File: config.mk
export PLATFORM = sky130hd
export DESIGN_NAME = io_safety_gate
export DESIGN_NICKNAME = d
export VERILOG_FILES = /design/src/rtl/io_safety_pkg.sv /design/src/rtl/shutdown_conditioner.sv /design/src/rtl/io_safety_gate.sv
export SDC_FILE = /design/constraint.sdc
export NUM_CORES = 1
export LEC_CHECK = 0
export BUFFER_PORTS_ARGS = -buffer_cell sky130_fd_sc_hd__buf_2
export CAP_MARGIN = 20
export CORE_ASPECT_RATIO = 1.25
export CORE_MARGIN = 2
export CORE_UTILIZATION = 48
export DETAILED_ROUTE_END_ITERATION = 16
export PLACE_DENSITY_LB_ADDON = 0.2
export SETUP_SLACK_MARGIN = 0.15
export SYNTH_ARGS = -nofsm -noshare
export SYNTH_HDL_FRONTEND = slang
export SYNTH_SLANG_ARGS = --single-unit
export TNS_END_PERCENT = 10
File: constraint.sdc
create_clock -name clk -period 4 [get_ports clk]
set_input_delay 0.2 -clock clk [delete_from_list [all_inputs] [get_ports clk]]
set_output_delay 0.2 -clock clk [all_outputs]
set_load 0.02 [all_outputs]
File: src/rtl/io_safety_pkg.sv
// Shared types and helpers for the fail-safe output gate.
package io_safety_pkg;

    // Gate FSM encoding; the numeric values are visible on the state port.
    typedef enum logic [1:0] {
        ST_SAFE    = 2'b00,
        ST_HOLDOFF = 2'b01,
        ST_RUN     = 2'b10
    } state_e;

    // Bits needed for a counter that must be able to hold the value 'cycles'.
    function automatic int cnt_width(input int cycles);
        return $clog2(cycles + 1);
    endfunction

endpackage

File: src/rtl/shutdown_conditioner.sv
// One shutdown source: synchroniser, release debounce and optional latch.
// Assertion passes straight through (act_o follows the synchronised input);
// only the release is filtered.
module shutdown_conditioner
    import io_safety_pkg::*;
#(
    parameter int DEBOUNCE_CYCLES = 50000,
    parameter bit LATCH           = 1'b0
) (
    input  logic clk,
    input  logic reset,
    input  logic shutdown_i,
    input  logic clear_i,
    output logic act_o
);

    localparam int CW = cnt_width(DEBOUNCE_CYCLES);
    localparam logic [CW-1:0] CNT_LAST = CW'(DEBOUNCE_CYCLES - 1);
    localparam logic [CW-1:0] CNT_MAX  = CW'(DEBOUNCE_CYCLES);

    logic          sync1_q;
    logic          s2_q;
    logic          filt_q, filt_d;
    logic [CW-1:0] cnt_q, cnt_d;
    logic          lat_q, lat_d;

    // Two-flop synchroniser for the asynchronous shutdown request.
    always_ff @(posedge clk or posedge reset) begin
        if (reset) begin
            sync1_q <= 1'b0;
            s2_q    <= 1'b0;
        end else begin
            sync1_q <= shutdown_i;
            s2_q    <= sync1_q;
        end
    end

    // Release debounce: any high sample re-arms the filter, a full quiet run drops it.
    always_comb begin
        filt_d = filt_q;
        cnt_d  = cnt_q;
        if (s2_q) begin
            filt_d = 1'b1;
            cnt_d  = '0;
        end else begin
            if (cnt_q != CNT_MAX) begin
                cnt_d = cnt_q + CW'(1);
            end else begin
                cnt_d = cnt_q;
            end
            if (cnt_q == CNT_LAST) begin
                filt_d = 1'b0;
            end else begin
                filt_d = filt_q;
            end
        end
    end

    // Latch holds until software clears it, and only once the source is fully quiet.
    always_comb begin
        lat_d = LATCH & (s2_q | (lat_q & ~(clear_i & ~filt_q)));
    end

    // Debounce and latch state registers.
    always_ff @(posedge clk or posedge reset) begin
        if (reset) begin
            filt_q <= 1'b0;
            cnt_q  <= '0;
            lat_q  <= 1'b0;
        end else begin
            filt_q <= filt_d;
            cnt_q  <= cnt_d;
            lat_q  <= lat_d;
        end
    end

    assign act_o = s2_q | filt_q | lat_q;

endmodule

File: src/rtl/io_safety_gate.sv
// Fail-safe output gate: forces every gated output to its safe default while
// any shutdown source is active and for a hold-off period afterwards.
module io_safety_gate
    import io_safety_pkg::*;
#(
    parameter int                NUM_IN          = 3,
    parameter int                NUM_IOS         = 51,
    parameter int                DEBOUNCE_CYCLES = 50000,
    parameter int                HOLDOFF_CYCLES  = 5000000,
    parameter logic [NUM_IN-1:0] LATCH_MASK      = {NUM_IN{1'b0}}
) (
    input  logic               clk,
    input  logic               reset,
    input  logic [NUM_IN-1:0]  shutdown,
    input  logic               clear,
    input  logic [NUM_IOS-1:0] gpio_in,
    input  logic [NUM_IOS-1:0] gpio_out_default,
    output logic [NUM_IOS-1:0] gpio_out,
    output logic               tripped,
    output logic [NUM_IN-1:0]  cause,
    output logic [1:0]         state
);

    localparam int HW = cnt_width(HOLDOFF_CYCLES);
    localparam logic [HW-1:0] H_LAST = HW'(HOLDOFF_CYCLES - 1);
    localparam logic [HW-1:0] H_MAX  = HW'(HOLDOFF_CYCLES);

    logic [NUM_IN-1:0]  act_s;
    logic               any_act_s;
    state_e             state_q, state_d;
    logic [HW-1:0]      hcnt_q, hcnt_d;
    logic [NUM_IN-1:0]  cause_q, cause_d;
    logic [NUM_IOS-1:0] gpio_in_q;

    for (genvar gi = 0; gi < NUM_IN; gi++) begin : g_src
        shutdown_conditioner #(
            .DEBOUNCE_CYCLES (DEBOUNCE_CYCLES),
            .LATCH           (LATCH_MASK[gi])
        ) u_cond (
            .clk        (clk),
            .reset      (reset),
            .shutdown_i (shutdown[gi]),
            .clear_i    (clear),
            .act_o      (act_s[gi])
        );
    end

    assign any_act_s = |act_s;

    // Next-state logic: any active source forces SAFE; hold-off restarts from zero.
    always_comb begin
        state_d = state_q;
        hcnt_d  = hcnt_q;
        case (state_q)
            ST_SAFE: begin
                hcnt_d = '0;
                if (any_act_s) begin
                    state_d = ST_SAFE;
                end else begin
                    state_d = ST_HOLDOFF;
                end
            end
            ST_HOLDOFF: begin
                if (any_act_s) begin
                    state_d = ST_SAFE;
                    hcnt_d  = '0;
                end else begin
                    if (hcnt_q == H_LAST) begin
                        state_d = ST_RUN;
                    end else begin
                        state_d = ST_HOLDOFF;
                    end
                    if (hcnt_q != H_MAX) begin
                        hcnt_d = hcnt_q + HW'(1);
                    end else begin
                        hcnt_d = hcnt_q;
                    end
                end
            end
            ST_RUN: begin
                if (any_act_s) begin
                    state_d = ST_SAFE;
                end else begin
                    state_d = ST_RUN;
                end
            end
            default: begin
                state_d = ST_SAFE;
                hcnt_d  = '0;
            end
        endcase
    end

    // Cause is sticky; a clear only drops bits whose source is no longer active.
    always_comb begin
        cause_d = cause_q;
        if (clear) begin
            cause_d = act_s;
        end else begin
            cause_d = cause_q | act_s;
        end
    end

    // State, hold-off counter, cause record and registered normal-mode outputs.
    always_ff @(posedge clk or posedge reset) begin
        if (reset) begin
            state_q   <= ST_SAFE;
            hcnt_q    <= '0;
            cause_q   <= '0;
            gpio_in_q <= '0;
        end else begin
            state_q   <= state_d;
            hcnt_q    <= hcnt_d;
            cause_q   <= cause_d;
            gpio_in_q <= gpio_in;
        end
    end

    // Output mux is driven by the registered state so reset forces defaults at once.
    assign gpio_out = (state_q == ST_RUN) ? gpio_in_q : gpio_out_default;
    assign tripped  = (state_q != ST_RUN);
    assign cause    = cause_q;
    assign state    = state_q;

endmodule

==> run metrics <==
status=finished with violations; failing checks=hold timing; Top-Level Pins=165; reg2reg end=hcnt_q[21]; die height=132.7 µm; CTS Sinks=136; Max-slew headroom=0.3975; number of max-cap violations=0; worst-margin pin slew=0.8988 ns; largest net degree at the start of global routing=75; share of post-route cells with drive strength above 1=0.2295; antenna violations before repair=1; # H-tree levels=4; vias in the first global route=5747; Worst setup SP type=register; Yosys cell types=53; FF-to-FF setup slack=1.21 ns; met1 usage=0.2987; CTS clk-pin slew, worst paths=0.06 ns; All-Layer GR Usage=0.2345; starting density of the core=0.4849; HPWL Detailed=10570 µm; ys async rst share=1.000; worst reg2reg path startpoint=g_src[0].u_cond.s2_q; f_max=0.3580 GHz; crit-path max FO=21; most crowded layer after global routing=met2; DRT antenna net count=0; die width=106.9 µm; Crit path arrival time=3.10 ns; part of the power in registers=0.441; power per cell area=385.2 nW/µm²; ys flop type=dfrtp_1; max-slew violation count=0; routed vias=5816; # setup viols final=0; Pre-antenna DRT Iters=5; Synthesized Nets=807; post-layout util=0.6463; clk root buf=clkbuf_16; met3 Resource Use GR=0.03990; Vias/cell=5.351; grt ovf=0; PnR worst setup slack=1.206 ns; sw frac=0.2299; CP Capture Type=register; Clock Latency Late Sink=0.41 ns; critical path type=reg2reg; gpl congestion=0.8829; number of synthesized register bits=136; Int Pwr=2.514 mW; P_sw=0.7507 mW; clk buf depth=2; core box area=13110 µm²; CTS tree=yes; Hold WC Path Type=in2async; routed len/inst=14.81 µm; # resized after CTS=0; Mean Syn Cell Area=9.202 µm²; fill count=997; DIE AREA=14190 µm²; Comb pwr share=0.072; pre-CTS setup slack=1.215 ns; Sum Neg Setup Slack=0 ns; hold_ws=-0.03485 ns; fin crit period=2.794 ns; Ys Warns=0; clock share of power=0.488; Syn Inst Count=691; Final nets=1018; area grow syn2layout=33.29%; Post-synth EDFFs=0; RSZ-0062 raised after global routing=false; Final period util=0.6984; row count=47; Crit path required time=4.31 ns; Max VDD drop=0.0003710 V; first-pass GRT wire length=26750 µm; DRT iter0 DRCs=363; Port Buffers=164; P_leak=3.959 nW; post-synthesis cell area=6359 µm²; final WL=16100 µm; R2R depth=4; Seq/Total Area, Yosys=0.5352; Fin. Hold Viols=14; skew final=0.007540 ns; remaining routing DRC violations=0; cts bufs inserted=17; met2 Use GR=0.3938
## per-layer routing
layer	routed length [µm]	part of all wire
met1	6942	0.43
met3	749	0.047
met2	7991	0.50
met5	0	0
met4	420	0.026
## placed cells by master, fill, tap and decap left out, drive strengths merged, types with 3 or more instances in the layout
master	n
nor2	48
o41ai	3
nand2	186
or3	11
a21oi	19
nand4	25
dfrtp	136
dlygate4sd3	55
nand3b	3
clkbuf	19
nor4bb	5
nor4	13
or4	3
bufinv	3
inv	30
o21ai	18
o311ai	9
mux2i	6
and4	6
o31ai	4
a31oi	5
nand3	30
and2	4
a31o	4
and3	7
a21o	6
nor4b	4
nand2b	8
clkinvlp	3
clkinv	5
nor3	15
ha	8
buf	167
xor2	12
xnor2	18
## sequential cells by signal (all words and copies together) (netlist names)
signal                count
gpio_in_q                51
g_src.u_cond.cnt_q       48
hcnt_q                   23
cause                     3
g_src.u_cond.filt_q       3
g_src.u_cond.s2_q         3
g_src.u_cond.sync1_q      3
state                     2
## cell type report
| type | count | area (µm²) | share of cell area |
|---|---|---|---|
| inverter | 28 | 107.6 | 0.01270 |
| timing repair buffer | 222 | 1406 | 0.1659 |
| clock inverter | 13 | 170.2 | 0.02008 |
| antenna | 1 | 2.502 | 0.0002952 |
| multi-input combinational | 497 | 2739 | 0.3231 |
| clock buffer | 19 | 432.9 | 0.05108 |
| sequential | 136 | 3403 | 0.4015 |
| tap | 171 | 214.0 | 0.02524 |
## worst max-delay path, cell delays in order (launching register included)
cell	delay, ns
dfrtp_1	0.62
or4_1	0.75
nor3_2	0.79
nand3_1	0.22
o31ai_1	0.30
## repair_timing
action / CTS / global route
buffers inserted: 0 / 0
hold buffers: 55 / 0
hold endpoints to repair: 55 / 0
## cells by family after synthesis
kind of cell	after synthesis	share of synthesized area
AND/OR/NAND/NOR	376	0.2816
flip-flops	136	0.5352
AO/OA/AOI/OAI	76	0.07970
buffers and inverters	58	0.03522
XOR/XNOR	30	0.04132
adder cells (fa/ha/maj)	8	0.01574
multiplexers	7	0.01122
## cell usage after synthesis (all sizes together), types with 4 or more instances
| cell | instances | area, µm² |
|---|---|---|
| nand4 | 25 | 162.6 |
| nand2 | 186 | 698.2 |
| nor3 | 15 | 80.08 |
| o311ai | 9 | 78.83 |
| dfrtp | 136 | 3403 |
| a21oi | 19 | 95.09 |
| clkbuf | 20 | 75.07 |
| xor2 | 12 | 105.1 |
| nand2b | 8 | 50.05 |
| buf | 10 | 43.79 |
| a31oi | 5 | 31.28 |
| inv | 28 | 105.1 |
| or3 | 11 | 73.82 |
| xnor2 | 18 | 157.7 |
| nor4b | 4 | 35.03 |
| nor4 | 13 | 81.33 |
| and2 | 4 | 25.02 |
| nor2 | 48 | 180.2 |
| mux2i | 6 | 60.06 |
| o21ai | 18 | 90.08 |
| o31ai | 4 | 35.03 |
| nor4bb | 5 | 50.05 |
| ha | 8 | 100.1 |
| and4 | 6 | 52.55 |
| a31o | 4 | 35.04 |
| nand3 | 30 | 150.1 |
| a21o | 6 | 45.04 |
| and3 | 7 | 43.79 |
## per-stage QoR
step,instance area (µm²),cells,power (mW),hold slack [ns]
2_1_floorplan,6359,691,1.554,0.2314
3_3_place_gp,7320,999,1.646,0.3079
3_5_place_dp,7320,999,1.652,0.3093
4_1_cts,8473,1086,3.292,0.01850
5_1_grt,8476,1087,3.384,0.06037
6_report,8476,1087,3.265,-0.03485
## how the worst max path moves through the flow
stage | startpoint | endpoint | slack (ns) | depth (start not counted)
3_5_place_dp | g_src[0].u_cond.s2_q | hcnt_q[22] | 1.22 | 4
4_1_cts | g_src[0].u_cond.s2_q | hcnt_q[21] | 1.18 | 4
5_1_grt | g_src[0].u_cond.s2_q | hcnt_q[22] | 0.85 | 4
2_1_floorplan | reset | cause[0] | 0.16 | 1
6_report | g_src[0].u_cond.s2_q | hcnt_q[21] | 1.21 | 4
3_3_place_gp | g_src[1].u_cond.s2_q | hcnt_q[22] | 1.36 | 4
## power groups by stage
stage	Clock (mW)	Combinational, mW	Sequential (mW)
final	1.59	0.234	1.44
after global routing	1.68	0.257	1.44
after CTS	1.62	0.234	1.44
after detailed placement	0	0.189	1.46
after global placement	0	0.184	1.46
after floorplan	0	0.103	1.45
(Power assumes the default switching activity.)
